--- config.mk ---
export PLATFORM = sky130hd
export DESIGN_NAME = spi_slave
export DESIGN_NICKNAME = d
export VERILOG_FILES = /design/src/rtl/spi_slave_pkg.sv /design/src/rtl/spi_slave_sync.sv /design/src/rtl/spi_slave.sv
export SDC_FILE = /design/constraint.sdc
export NUM_CORES = 1
export LEC_CHECK = 0
export ABC_CLOCK_PERIOD_IN_PS = 2100
export BUFFER_PORTS_ARGS = -buffer_cell sky130_fd_sc_hd__buf_4
export CORE_UTILIZATION = 54
export DETAILED_ROUTE_END_ITERATION = 6
export HOLD_SLACK_MARGIN = 0.03
export PLACE_DENSITY = 0.83
export SETUP_SLACK_MARGIN = 0.5
export SYNTH_ARGS = -nofsm -noshare
export SYNTH_HDL_FRONTEND = slang
export SYNTH_SLANG_ARGS = --single-unit
--- constraint.sdc ---
create_clock -name wb_clk -period 2.1 [get_ports wb_clk]
set_clock_uncertainty 0.05 [all_clocks]
set_input_delay 0.105 -clock wb_clk [delete_from_list [all_inputs] [get_ports wb_clk]]
set_output_delay 0.105 -clock wb_clk [all_outputs]
set_load 0.03 [all_outputs]
--- src/rtl/spi_slave_pkg.sv ---
// Shared definitions for the SPI responder: clock-mode constants and the
// two-state transfer encoding.
package spi_slave_pkg;

    typedef struct packed {
        logic cpol;
        logic cpha;
    } spi_mode_t;

    localparam spi_mode_t MODE0 = '{cpol: 1'b0, cpha: 1'b0};
    localparam spi_mode_t MODE1 = '{cpol: 1'b0, cpha: 1'b1};
    localparam spi_mode_t MODE2 = '{cpol: 1'b1, cpha: 1'b0};
    localparam spi_mode_t MODE3 = '{cpol: 1'b1, cpha: 1'b1};

    typedef enum logic {
        ST_IDLE  = 1'b0,
        ST_SHIFT = 1'b1
    } spi_state_t;

endpackage

--- src/rtl/spi_slave_sync.sv ---
// Brings the asynchronous SPI pins into wb_clk and produces single-cycle
// edge pulses for sck and ss.
module spi_slave_sync #(
    parameter logic CPOL        = 1'b0,
    parameter int   SYNC_STAGES = 2
) (
    input  logic wb_clk,
    input  logic wb_rst,
    input  logic sck_i,
    input  logic ss_i,
    input  logic mosi_i,
    output logic mosi_s,
    output logic sck_rise,
    output logic sck_fall,
    output logic ss_fall,
    output logic ss_rise
);

    logic [SYNC_STAGES-1:0] sck_ff;
    logic [SYNC_STAGES-1:0] ss_ff;
    logic [SYNC_STAGES-1:0] mosi_ff;
    logic                   sck_prev_reg;
    logic                   ss_prev_reg;
    logic                   sck_s;
    logic                   ss_s;

    // Reset values match idle pins so leaving reset never fakes an edge.
    for (genvar gi = 0; gi < SYNC_STAGES; gi++) begin : g_stage
        if (gi == 0) begin : g_first
            always_ff @(posedge wb_clk) begin
                if (wb_rst) begin
                    sck_ff[gi]  <= CPOL;
                    ss_ff[gi]   <= 1'b1;
                    mosi_ff[gi] <= 1'b0;
                end else begin
                    sck_ff[gi]  <= sck_i;
                    ss_ff[gi]   <= ss_i;
                    mosi_ff[gi] <= mosi_i;
                end
            end
        end else begin : g_next
            always_ff @(posedge wb_clk) begin
                if (wb_rst) begin
                    sck_ff[gi]  <= CPOL;
                    ss_ff[gi]   <= 1'b1;
                    mosi_ff[gi] <= 1'b0;
                end else begin
                    sck_ff[gi]  <= sck_ff[gi-1];
                    ss_ff[gi]   <= ss_ff[gi-1];
                    mosi_ff[gi] <= mosi_ff[gi-1];
                end
            end
        end
    end

    always_ff @(posedge wb_clk) begin
        if (wb_rst) begin
            sck_prev_reg <= CPOL;
            ss_prev_reg  <= 1'b1;
        end else begin
            sck_prev_reg <= sck_s;
            ss_prev_reg  <= ss_s;
        end
    end

    assign sck_s    = sck_ff[SYNC_STAGES-1];
    assign ss_s     = ss_ff[SYNC_STAGES-1];
    assign mosi_s   = mosi_ff[SYNC_STAGES-1];
    assign sck_rise = sck_s & ~sck_prev_reg;
    assign sck_fall = ~sck_s & sck_prev_reg;
    assign ss_fall  = ~ss_s & ss_prev_reg;
    assign ss_rise  = ss_s & ~ss_prev_reg;

endmodule

--- src/rtl/spi_slave.sv ---
// Oversampled SPI responder: 8-bit MSB-first frames, one-byte transmit
// holding register with valid/ready, received bytes on a one-cycle strobe.
module spi_slave
    import spi_slave_pkg::*;
#(
    parameter logic       CPOL        = 1'b0,
    parameter logic       CPHA        = 1'b0,
    parameter int         SYNC_STAGES = 2,
    parameter logic [7:0] DEFAULT_TX  = 8'hFF
) (
    input  logic       wb_clk,
    input  logic       wb_rst,
    input  logic       sck_i,
    input  logic       ss_i,
    input  logic       mosi_i,
    output logic       miso_o,
    output logic       miso_oe,
    input  logic [7:0] tx_data,
    input  logic       tx_valid,
    output logic       tx_ready,
    output logic [7:0] rx_data,
    output logic       rx_valid,
    output logic       tx_underrun,
    output logic       busy
);

    spi_state_t state_reg;
    logic [2:0] bitcnt_reg;
    logic [7:0] rx_shift_reg;
    logic [7:0] rx_data_reg;
    logic       rx_valid_reg;
    logic [7:0] tx_byte_reg;
    logic [7:0] hold_reg;
    logic       hold_full_reg;
    logic       underrun_reg;
    logic       miso_reg;
    logic       miso_oe_reg;

    logic mosi_s, sck_rise, sck_fall, ss_fall, ss_rise;
    logic lead_edge, trail_edge, sample_edge, drive_edge;
    logic in_shift, start, last_sample, load, accept;
    logic [7:0] next_byte;

    spi_slave_sync #(
        .CPOL        (CPOL),
        .SYNC_STAGES (SYNC_STAGES)
    ) u_sync (
        .wb_clk   (wb_clk),
        .wb_rst   (wb_rst),
        .sck_i    (sck_i),
        .ss_i     (ss_i),
        .mosi_i   (mosi_i),
        .mosi_s   (mosi_s),
        .sck_rise (sck_rise),
        .sck_fall (sck_fall),
        .ss_fall  (ss_fall),
        .ss_rise  (ss_rise)
    );

    assign lead_edge   = CPOL ? sck_fall : sck_rise;
    assign trail_edge  = CPOL ? sck_rise : sck_fall;
    assign sample_edge = CPHA ? trail_edge : lead_edge;
    assign drive_edge  = CPHA ? lead_edge : trail_edge;

    assign in_shift    = (state_reg == ST_SHIFT);
    assign start       = !in_shift && ss_fall;
    assign last_sample = in_shift && sample_edge && (bitcnt_reg == 3'd7);
    assign load        = start || last_sample;
    assign next_byte   = hold_full_reg ? hold_reg : DEFAULT_TX;
    assign accept      = tx_valid && !hold_full_reg;

    always_ff @(posedge wb_clk) begin
        if (wb_rst) begin
            state_reg     <= ST_IDLE;
            bitcnt_reg    <= 3'd0;
            rx_shift_reg  <= 8'h00;
            rx_data_reg   <= 8'h00;
            rx_valid_reg  <= 1'b0;
            tx_byte_reg   <= DEFAULT_TX;
            hold_reg      <= 8'h00;
            hold_full_reg <= 1'b0;
            underrun_reg  <= 1'b0;
            miso_reg      <= DEFAULT_TX[7];
            miso_oe_reg   <= 1'b0;
        end else begin
            rx_valid_reg <= 1'b0;
            underrun_reg <= 1'b0;

            // A load never bypasses the holding register; an offer accepted
            // in the same cycle is kept for the following byte.
            if (load) begin
                tx_byte_reg <= next_byte;
                if (hold_full_reg) begin
                    hold_full_reg <= 1'b0;
                end else begin
                    underrun_reg <= 1'b1;
                end
                if (!CPHA) begin
                    miso_reg <= next_byte[7];
                end
            end
            if (accept) begin
                hold_reg      <= tx_data;
                hold_full_reg <= 1'b1;
            end

            case (state_reg)
                ST_IDLE: begin
                    if (ss_fall) begin
                        state_reg   <= ST_SHIFT;
                        bitcnt_reg  <= 3'd0;
                        miso_oe_reg <= 1'b1;
                    end
                end
                ST_SHIFT: begin
                    if (sample_edge) begin
                        rx_shift_reg <= {rx_shift_reg[6:0], mosi_s};
                        bitcnt_reg   <= bitcnt_reg + 3'd1;
                        if (bitcnt_reg == 3'd7) begin
                            rx_data_reg  <= {rx_shift_reg[6:0], mosi_s};
                            rx_valid_reg <= 1'b1;
                        end
                    end
                    if (drive_edge && (CPHA || (bitcnt_reg != 3'd0))) begin
                        miso_reg <= tx_byte_reg[3'd7 - bitcnt_reg];
                    end
                    // Deselect wins last so a byte completing now still strobes.
                    if (ss_rise) begin
                        state_reg   <= ST_IDLE;
                        bitcnt_reg  <= 3'd0;
                        miso_oe_reg <= 1'b0;
                    end
                end
                default: state_reg <= ST_IDLE;
            endcase
        end
    end

    assign miso_o      = miso_reg;
    assign miso_oe     = miso_oe_reg;
    assign tx_ready    = !hold_full_reg;
    assign rx_data     = rx_data_reg;
    assign rx_valid    = rx_valid_reg;
    assign tx_underrun = underrun_reg;
    assign busy        = in_shift;

endmodule

### Yosys cells after proc, flatten, opt, wreduce, memory -nomap -nowiden

Cells that the tools add are included.
W data, S select, Z words.

| storage, ports and cells | value |
|---|---|
| input port bits | 14 |
| output and inout port bits | 14 |
| flip-flop bits (word level) | 48 |
| logic and storage cells | 73 |

| cells by class | value |
|---|---|
| mux-type cells | 20 |
| magnitude comparators | 1 |
| bitwise operators | 11 |
| add/sub/neg operators | 2 |
| equality and inequality tests | 4 |
| reductions and logical operators | 16 |

Operator list:

| operator | count |
|---|---|
| $mux W1 | 12 |
| $mux W3 | 3 |
| $mux W8 | 1 |
| $not A1 Y1 | 7 |
| $pmux W3 S2 | 1 |
| $reduce_and A2 Y1 | 3 |
| $logic_and A1 B1 Y1 | 5 |
| $and A1 B1 Y1 | 4 |
| $lt A3 B4 Y1 const B | 1 |
| $pmux W1 S2 | 2 |
| $add A3 B1 Y3 const B | 1 |
| $bmux W1 S3 | 1 |
| $eq A3 B3 Y1 const B | 1 |
| $ne A3 B1 Y1 const B | 1 |
| $reduce_and A3 Y1 | 1 |
| $reduce_bool A3 Y1 | 1 |
| $reduce_or A3 Y1 | 1 |
| $sub A3 B3 Y3 const A | 1 |
| $logic_not A1 Y1 | 2 |
| $ne A2 B1 Y1 const B | 1 |
| $ne A2 B2 Y1 const B | 1 |
| $reduce_bool A2 Y1 | 1 |
| $reduce_or A2 Y1 | 1 |
| $logic_or A1 B1 Y1 | 1 |

### Logic depth before layout (Yosys ltp)

Gate-level depths: netlist of run 1.

| logic depth | value |
|---|---|
| word-level depth | 8 |
| depth in mapped cells | 6 |
| depth with buffers taken out | 6 |

### Cells and area by module

Synthesis of run 1 repeated with hierarchy kept, for this count alone.

| unflattened totals | value |
|---|---|
| cells, all modules | 212 |
| area, all modules | 1903.1 sq um |

By module, submodules not included:

| module | area each (sq um) | instances | sequential area each (sq um) | cells each |
|---|---|---|---|---|
| spi_slave | 1667.8 | 1 | 800.8 | 192 |
| spi_slave_sync | 235.2 | 1 | 160.2 | 20 |

### Least setup slack after synthesis of run 1

OpenSTA, ideal clock, no wires.

| timing | value |
|---|---|
| path kind | reg-to-reg |
| start point | register bitcnt_reg[0] |
| end point | register miso_reg (netlist: miso_o) |
| stages on the path, launching flop included | 5 |
| data arrival time | 1.340 ns |
| setup time | 0.135 ns |
| clock period less this slack | 1.525 ns |
| data required time | 1.915 ns |
| setup slack | 0.575 ns |
| path buffers | 0 |
| cell sequence | dfxtp_1 -> mux4_1 -> mux2_2 -> nand2_1 -> o311ai_1 |

| between the ends | value |
|---|---|
| longest elaborated chain between the ends | 6 |
| elaborated cells between the ends (all ways) | 11 |
| those cells by class | add/sub: 1; eq/ne: 1; mux: 5; reduce/logical: 4 |

Ends and longest elaborated chain:

| item | RTL line | RTL |
|---|---|---|
| from (decl) | spi_slave.sv:28 | `logic [2:0] bitcnt_reg;` |
| from (signal assigned) | spi_slave.sv:118 | `bitcnt_reg <= bitcnt_reg + 3'd1;` |
| parallel branches: the longest is 5 deep, another holds $sub A3 B3 Y3 | - |  |
| $mux W1 (*) | spi_slave.sv:107 | `case (state_reg)` |
| to (signal assigned) | spi_slave.sv:83 | `miso_reg <= DEFAULT_TX[7];` |
| to (signal assigned) | spi_slave.sv:99 | `miso_reg <= next_byte[7];` |
| to (signal assigned) | spi_slave.sv:125 | `miso_reg <= tx_byte_reg[3'd7 - bitcnt_reg];` |
| to (decl) | spi_slave.sv:36 | `logic miso_reg;` |

Every way passes the cells marked *. The select of a mux whose other input is x is not followed.
A chain may end at the register's enable or synchronous reset.

### Worst setup path after layout of run 1

Ends and elaborated chain as after synthesis.

==> results.cfg, run 1 <==
[clock_tree]
cts_tree = done
cts.clk_slew.worst_paths_ps = 130
clk_latency_ps = 360
postCtsSetupRepairBufs = 0
numCtsBuffers = 5
cts_buffer_depth = 2
numClockSinks = 48
root_buffer = clkbuf_4
h-tree-depth = 2

[die]
rows = 20
die_area_um2 = 3530
initial_core_util_pct = 57.8
dieWidth_um = 59.4
pin_count = 28
fp.coreArea_um2 = 3080
die_height_um = 59.4

[global_routing]
grt_max_degree = 38
grt_pass1_vias = 1336
grt_pass1_wl_mm = 5.85
grt-ovfl-total = 0
antenna_found_initial = 0
grt_usage_pct = 23.2

[power_and_ir_drop]
leakage_nw = 0.843
power_density_nw_per_um2 = 698
ir_drop_uv = 498

[worst_setup_path]
cpPeakStageDelay_ps = 550
start_kind = register
cp-startpoint = bitcnt_reg[0]
required_ps = 2300
crit_type = register to register
endpoint_kind = register
cp.arrival_ps = 1740
crit_fanout = 6
cpMaxStageDelayCell = mux4_1
path_cells = mux4_1 > mux2_2 > nand2_1 > o311ai_1
r2r_start = bitcnt_reg[0]

[place]
dp_cells = 263
routabilityCongestion = 0.811
portBuffers = 27
dp_hpwl_mm = 2.21

[logic_synthesis]
avgSynthCellArea_um2 = 8.99
yosys_warnings = 0
synth-simple-area-share_pct = 23.4
synth_area_um2 = 1780
yosys.area_share.xor_xnor_pct = 0
synth-seq-cells = 48
seq_area_frac_synth_pct = 54.0
synth_top_family_by_area = simple AND/OR/NAND/NOR gates
synth_mux_area_share_pct = 8.09
syn_nets = 215
synthAdderAreaFrac_pct = 2.11
yosysUniqueCellTypes = 28
synth-compound-area-share_pct = 9.56
netlist_instances = 198

[routing]
remaining_drc_errors = 0
vias = 1423
firstDrtPassIters = 4
post_drt_wl_per_cell_um = 12.6
first_iter_violations = 45
routed_wl_mm = 3.55
ant_nets = 0
via_per_inst = 5.06

[run_status]
outcome = finished clean

[cells_and_area]
n_antenna_cell = 0
fin_util_pct = 71.8
seqCellArea_um2 = 966
area_growth_pct = 24.3
multi_input_area_um2 = 774
finalNonFillerCells = 281
filler_cell_count = 254
finalNetCount = 254
drive_gt1_share_pct = 20.3

[sta]
slew_violations = 0
timing.fmax_mhz = 647
rsz0062_at_grt = no
period_minus_slack_ps = 1550
slew_headroom_pct = 60.3
hold_viol = 0
tns_ps = 0
setup_viol = 0
timing.final.crit_share_pct = 73.6
worst_slew_pin_slew_ps = 594

[flow_run]
max_cap_violations = 0

[min_path]
min_path_type = input port to register
min_from = wb_rst
path summary, 6_finish.rpt:
path,slack [ps],endpoint,cells after the start
max,550,miso_o,4
min,80,rx_data[6],2
max reg2reg,550,miso_o,4
min reg2reg,380,u_sync.ss_s,1
logic make-up (layout without fill, tap and decap cells):
kind of cell,Yosys count,in the layout
AOI/OAI and AO/OA,32,32
adders and majority gates,3,3
buffers and inverters,13,52
DFF,48,48
muxes,11,11
and+or+nand+nor,91,91
cell usage after synthesis:
| master | instances | share of area [%] |
|---|---|---|
| dfxtp_1 | 48 | 54 |
| nand2_1 | 42 | 8.9 |
| a21oi_1 | 21 | 5.9 |
| nor2_1 | 19 | 4.0 |
| nor3_1 | 10 | 2.8 |
| mux2i_1 | 8 | 4.5 |
| o21ai_1 | 8 | 2.3 |
| nor2b_1 | 7 | 2.5 |
| clkbuf_1 | 6 | 1.3 |
| inv_1 | 4 | 0.84 |
| ha_1 | 3 | 2.1 |
| nand2b_1 | 3 | 1.1 |
| or2_2 | 3 | 1.1 |
| mux4_1 | 2 | 3.0 |
| a21o_1 | 1 | 0.42 |
| a21oi_2 | 1 | 0.49 |
| and3_1 | 1 | 0.35 |
| and3b_4 | 1 | 0.70 |
| buf_1 | 1 | 0.21 |
| buf_2 | 1 | 0.28 |
| inv_2 | 1 | 0.21 |
| mux2_2 | 1 | 0.63 |
| nand3_1 | 1 | 0.28 |
| nand3b_1 | 1 | 0.42 |
| nor2_4 | 1 | 0.63 |
| nor3b_1 | 1 | 0.42 |
| o311ai_1 | 1 | 0.49 |
| or3_1 | 1 | 0.35 |
cells in the final DEF, fill, tap and decap left out, drive strengths merged:
master,instances
nor3b,1
and3,1
mux2i,8
o21ai,8
nor3,10
ha,3
a21o,1
buf,29
nand2b,3
clkbuf,7
and3b,1
nand3b,1
nand3,1
o311ai,1
inv,5
or2,3
mux4,2
mux2,1
dfxtp,48
a21oi,22
nor2,20
nand2,42
dlygate4sd3,11
nor2b,7
or3,1
power breakdown:
group	leakage, nW	switching (mW)	internal, mW
clock network	0.0374	0.270	0.190
registers	0.392	0.0161	0.934
logic	0.414	0.0709	0.0613
final cells by class:
cell class / instances / area share, %
Multi-Input combinational cell: 137 / 35.0
Inverter: 5 / 0.849
Clock buffer: 7 / 2.94
Timing Repair Buffer: 40 / 15.0
Tap cell: 44 / 2.49
Sequential cell: 48 / 43.7
routing by layer:
| layer | wire [µm] | global-route usage [%] |
|---|---|---|
| met1 | 1580 | 28.3 |
| met2 | 1750 | 36.9 |
| met3 | 108 | 5.02 |
| met4 | 111 | 15.3 |
| met5 | 0 | 0 |
stage by stage:
stage	hold slack (ps)	instance area [µm²]	setup WS, ps	total power, mW
final	75.5	2210	555	1.54
after global routing	87.8	2210	504	1.59
after CTS	64.2	2200	504	1.55
after detailed placement	248	2020	460	1.08
after global placement	240	2020	534	1.08
after floorplan	159	1780	575	1.04
what timing repair did:
item | 4_1_cts | 5_1_grt
endpoints found under the hold margin | 11 | 0
pin swaps | 0 | 1
hold buffers | 11 | 0
endpoints found under the setup margin | 2 | 2
resized for setup | 1 | 5
critical path: cells and delay by family (launching register included):
family / cells / cell delay (ps)
DFF: 1 / 400
and+or+nand+nor: 1 / 70
muxes: 2 / 830
AOI/OAI and AO/OA: 1 / 80
(Power assumes the default switching activity.)
==> run 2: changes to the inputs <==
--- a/config.mk
+++ b/config.mk
@@ -5,12 +5,13 @@
 export SDC_FILE = /design/constraint.sdc
 export NUM_CORES = 1
 export LEC_CHECK = 0
-export ABC_CLOCK_PERIOD_IN_PS = 2100
+export ABC_AREA = 1
+export ABC_CLOCK_PERIOD_IN_PS = 1400
 export BUFFER_PORTS_ARGS = -buffer_cell sky130_fd_sc_hd__buf_4
-export CORE_UTILIZATION = 54
+export CORE_UTILIZATION = 50
 export DETAILED_ROUTE_END_ITERATION = 6
 export HOLD_SLACK_MARGIN = 0.03
-export PLACE_DENSITY = 0.83
+export PLACE_DENSITY = 0.8
 export SETUP_SLACK_MARGIN = 0.5
 export SYNTH_ARGS = -nofsm -noshare
 export SYNTH_HDL_FRONTEND = slang
==> constraint.sdc (replaced) <==
create_clock -name wb_clk -period 1.4 [get_ports wb_clk]
set_clock_uncertainty 0.05 [all_clocks]
set_input_delay 0.07 -clock wb_clk [delete_from_list [all_inputs] [get_ports wb_clk]]
set_output_delay 0.07 -clock wb_clk [all_outputs]
set_load 0.03 [all_outputs]
==> run 2 against run 1 <==
Compared with the run above:
- total power is 74% higher
- sequential power up 54%
- flip-flop and latch count unchanged
- worst setup slack worse by 550 ps
- core utilization rose by 11 points
- die area grew 13%
- sequential share of layout area shrank 8.7 points
- critical path type unchanged
- register-to-register slack worse by 550 ps
- synthesized area rose by 4.9%
==> results.cfg, run 2 <==
[run_status]
outcome = finished clean

[min_path]
min_path_type = input port to register
holdPathStages = 2

[routing]
ant_nets = 0
routed_wl_mm = 5.06
remaining_drc_errors = 0
vias = 1806
via_per_inst = 5.22
firstDrtPassIters = 4
first_iter_violations = 143
post_drt_wl_per_cell_um = 14.6

[clock_tree]
cts_buffer_depth = 2
cts_tree = done
clk_latency_ps = 300
numClockSinks = 48
root_buffer = clkbuf_8
numCtsBuffers = 5
h-tree-depth = 2
cts.clk_slew.worst_paths_ps = 90

[worst_setup_path]
required_ps = 1530
crit_type = register to register
start_kind = register
cp.arrival_ps = 1520
endpoint_kind = register
reg2reg_depth = 7
crit_fanout = 8

[logic_synthesis]
synth-main-ff-cell = dfxtp_1
synth_top_area_share_pct = 51.5
synth-seq-cells = 48
avgSynthCellArea_um2 = 7.81
synth_common_cells = dfxtp_1, nor2_1, nand2_1, inv_1, o21ai_0
yosys_warnings = 0
synth_area_um2 = 1870
synth_edf_count = 0
seq_area_frac_synth_pct = 51.5
synthTopCellsByArea = dfxtp_1, nor2_1, o21ai_0, nand2_1, inv_1
netlist_instances = 239
synth_top_area_cell = dfxtp_1
yosysUniqueCellTypes = 23
syn_nets = 256
async_flop_share_pct = 0

[place]
dp_hpwl_mm = 2.48
routabilityCongestion = 0.768
portBuffers = 27
dp_cells = 311

[sta]
slew_headroom_pct = 81.3
timing.fmax_mhz = 716
setup_viol = 0
timing.final.crit_share_pct = 99.8
rsz0062_at_grt = yes
worst_slew_pin_slew_ps = 280
period_minus_slack_ps = 1400
hold_viol = 0
slew_violations = 0
whs_ps = 34.0

[cells_and_area]
multi_input_area_um2 = 923
seqCellArea_um2 = 995
drive_gt1_share_pct = 43.7
filler_cell_count = 170
mostFrequentLayoutCell = nor2_1
area_growth_pct = 52.4
final_cell_mix = nor2_1, nand2_1, dfxtp_1, inv_1, buf_4
fin_util_pct = 82.6
finalNonFillerCells = 346
n_antenna_cell = 0
finalNetCount = 316

[global_routing]
grt-ovfl-total = 0
grt_usage_pct = 24.3
grt_pass1_vias = 1657
antenna_found_initial = 0
grt_max_degree = 27
grt_pass1_wl_mm = 7.32

[power_and_ir_drop]
ir_drop_uv = 735
power_density_nw_per_um2 = 947
leakage_nw = 1.26

[die]
dieWidth_um = 63.1
die_height_um = 63.1
rows = 21
pin_count = 28
initial_core_util_pct = 54.2
fp.coreArea_um2 = 3440
die_area_um2 = 3980

[flow_run]
max_cap_violations = 0
==> run 2: cell count changes in the layout (fill, tap and decap cells not counted), sizes merged, moves of 8 or more <==
cell / delta
inv: +29
nor2: +29
buf: +22
o21ai: +19
a21oi: -10
nor3: -9
mux2i: -8
nand3: +8
==> run 2: final timing paths <==
path                         end  slack, ps             start
setup / recovery  tx_byte_reg[2]          2     bitcnt_reg[1]
hold / removal        rx_data[5]         30            wb_rst
setup reg to reg  tx_byte_reg[2]          2     bitcnt_reg[1]
hold reg to reg     u_sync.sck_s        350  u_sync.sck_ff[0]
==> run 2: area by class of cell <==
cell class / count / area share, %
Clock inverter: 1 / 0.220
Clock buffer: 7 / 3.04
Timing Repair Buffer: 62 / 22.2
Inverter: 33 / 5.06
Sequential cell: 48 / 35.0
Multi-Input combinational cell: 149 / 32.5
Tap cell: 46 / 2.02
==> run 2: repair_timing <==
| action | 4_1_cts | 5_1_grt |
|---|---|---|
| gates resized for setup | 41 | 65 |
| hold buffers | 11 | 0 |
| endpoints found under the hold margin | 11 | 0 |
| setup buffers | 7 | 7 |
| pin swaps | 6 | 9 |
| endpoints found under the setup margin | 52 | 54 |
| gates cloned | 2 | 0 |
==> run 2: kinds of logic after synthesis <==
kind of cell | share of synthesized area (%)
simple gates | 21.8
flops | 51.5
fa+ha+maj | 2.01
compound gates | 14.6
buf+inv | 10.1
==> run 2: through the flow <==
step	setup slack [ps]	power (mW)	cell area [µm²]	setup TNS, ps
final	2.39	2.69	2840	0
after global routing	-53.3	2.80	2840	-194
after CTS	46.4	2.63	2620	0
after detailed placement	7.53	1.74	2220	0
after global placement	48.3	1.73	2220	0
after floorplan	82.9	1.65	1940	0
==> run 2: power by group <==
group	total (mW)	switching (mW)	internal, mW
registers	1.46	0.0377	1.42
clock network	0.860	0.456	0.403
logic	0.376	0.205	0.170
==> run 2: worst max-delay path: stages (launching register included) <==
cell	delay (ps)
dfxtp_4	360
ha_4	160
ha_4	140
nand4_1	110
buf_6	150
nand2_8	80
o21ai_0	110
o211ai_1	110
==> run 2: metal layers <==
layer / vias up / global-route usage (%) / part of all wire [%] / wire length [µm]
li1: 877 / - / - / -
met1: 848 / 27.9 / 38 / 1940
met2: 69 / 40.2 / 53 / 2670
met3: 12 / 8.51 / 6.2 / 314
met4: 0 / 11.0 / 2.5 / 127
met5: - / 0 / 0 / 0
==> run 3: changes to the inputs <==
--- a/config.mk
+++ b/config.mk
@@ -12,6 +12,7 @@
 export DETAILED_ROUTE_END_ITERATION = 6
 export HOLD_SLACK_MARGIN = 0.03
 export PLACE_DENSITY = 0.8
+export REMOVE_ABC_BUFFERS = 1
 export SETUP_SLACK_MARGIN = 0.5
 export SYNTH_ARGS = -nofsm -noshare
 export SYNTH_HDL_FRONTEND = slang
==> run 3 against run 2 <==
Compared with the run above:
- the run now ends with setup timing left
- via count up 11%
- clock-buffer cell count decreased by 1
- combinational power grew 16%
- global-route usage rose by 1.5 points
- sequential share of layout area fell by 1.5 points
- die area unchanged
- flip-flop and latch count unchanged
- critical path depth is the same
- hold slack better by 12 ps
- critical endpoint is now tx_byte_reg[6]
- largest power group unchanged
==> results.cfg, run 3 (synthesis gave the netlist of run 2 again) <==
[die]
dieWidth_um = 63.1
rows = 21
initial_core_util_pct = 54.2
die_area_um2 = 3980
fp.coreArea_um2 = 3440
die_height_um = 63.1
pin_count = 28

[clock_tree]
cts.clk_slew.worst_paths_ps = 80
root_buffer = clkbuf_8
cts_tree = done
numClockSinks = 48
numCtsBuffers = 5
clk_latency_ps = 310
h-tree-depth = 2
cts_buffer_depth = 2

[flow_run]
max_cap_violations = 0

[sta]
timing.fmax_mhz = 663
worst_slew_pin_slew_ps = 270
setup_ws_ps = -109
rsz0062_at_grt = yes
slew_headroom_pct = 82.0
timing.final.crit_share_pct = 108
tns_ps = -1150
period_minus_slack_ps = 1510
whs_ps = 46.1
slew_violations = 0
setup_viol = 19
hold_viol = 0

[routing]
first_iter_violations = 172
post_drt_wl_per_cell_um = 18.1
firstDrtPassIters = 5
ant_nets = 0
wl_met2_mm = 3.28
via_per_inst = 5.61
wl_met3_um = 471
vias = 1997
wl_met1_mm = 2.36
routed_wl_mm = 6.45
top_layer = met4
remaining_drc_errors = 0

[cells_and_area]
filler_cell_count = 167
finalNonFillerCells = 356
multi_input_area_um2 = 938
area_growth_pct = 58.8
drive_gt1_share_pct = 47.4
n_antenna_cell = 0
mostFrequentLayoutCell = nor2_1
final_cell_mix = nor2_1, buf_4, dfxtp_1, nand2_1, buf_6
fin_util_pct = 86.1
fin_area_um2 = 2960
finalNetCount = 326
seqCellArea_um2 = 991

[run_status]
outcome = complete, but fails checks
violations = setup timing

[global_routing]
antenna_found_initial = 0
grt_pass1_vias = 1765
grt_max_degree = 21
grt_usage_pct = 25.8
grt-ovfl-total = 0
grt_pass1_wl_mm = 7.89

[worst_setup_path]
path_cells = ha_4 > ha_4 > nand4_1 > nand2_4 > buf_12 > o21ai_2 > o211ai_1
r2r_setup_slack_ps = -110
required_ps = 1540
cp.arrival_ps = 1650
start_kind = register
crit_type = register to register
cpMaxStageDelayCell = dfxtp_4
worst-path-buf-inv = 1
crit_fanout = 7
cpMostUsedCell = ha_4
crit_family = flip-flops
cpPeakStageDelay_ps = 370
endpoint_kind = register

[power_and_ir_drop]
ir_drop_uv = 982
leakage_nw = 1.30
power_density_nw_per_um2 = 936
power.total_mw = 2.77

[place]
dp_hpwl_mm = 2.51
pre_cts_ws_ps = -6.64
portBuffers = 27
placed_cell_area_um2 = 2170
routabilityCongestion = 0.783
dp_cells = 315

[min_path]
min_path_type = input port to register
[run 3: changes by cell type in the layout (fill, tap and decap cells not counted), moves of 4 or more]
cell and delta:
nor2_1 +4, o21ai_1 -6, buf_4 +9, a21oi_1 -4, a21oi_2 +4, inv_2 +6
o21ai_0 +6, inv_1 -4
[run 3: routing by layer]
layer / vias to the layer above / track usage [%]
met5: - / 0
met4: 0 / 14.0
met3: 36 / 7.43
met2: 114 / 42.5
met1: 954 / 30.0
li1: 893 / -
[run 3: path summary, 6_finish.rpt]
| kind | from | endpoint | depth (start not counted) |
|---|---|---|---|
| max | bitcnt_reg[1] | tx_byte_reg[6] | 7 |
| min | wb_rst | rx_shift_reg[1] | 2 |
| max reg2reg | bitcnt_reg[1] | tx_byte_reg[6] | 7 |
| min reg2reg | u_sync.mosi_ff[0] | u_sync.mosi_s | 2 |
[run 3: power breakdown]
group / leakage [nW] / switching (mW) / internal, mW / total [mW]
combinational: 0.849 / 0.235 / 0.201 / 0.435
sequential: 0.400 / 0.0463 / 1.42 / 1.47
clock: 0.0510 / 0.476 / 0.395 / 0.871
[run 3: what timing repair did]
item                                    4_1_cts  5_1_grt
gates resized for setup                      84       48
endpoints found under the setup margin       52       53
setup buffers                                 9       12
gates cloned                                  1        0
hold buffers                                 11        0
pin swaps                                    13       19
hold endpoints to repair                     11        0
[run 3: layout make-up]
| cell class | instances | area share (%) |
|---|---|---|
| Clock buffer | 6 | 2.79 |
| Inverter | 33 | 4.86 |
| Clock inverter | 2 | 0.338 |
| Timing Repair Buffer | 73 | 25.0 |
| Multi-Input combinational cell | 148 | 31.7 |
| Sequential cell | 48 | 33.4 |
| Tap cell | 46 | 1.94 |
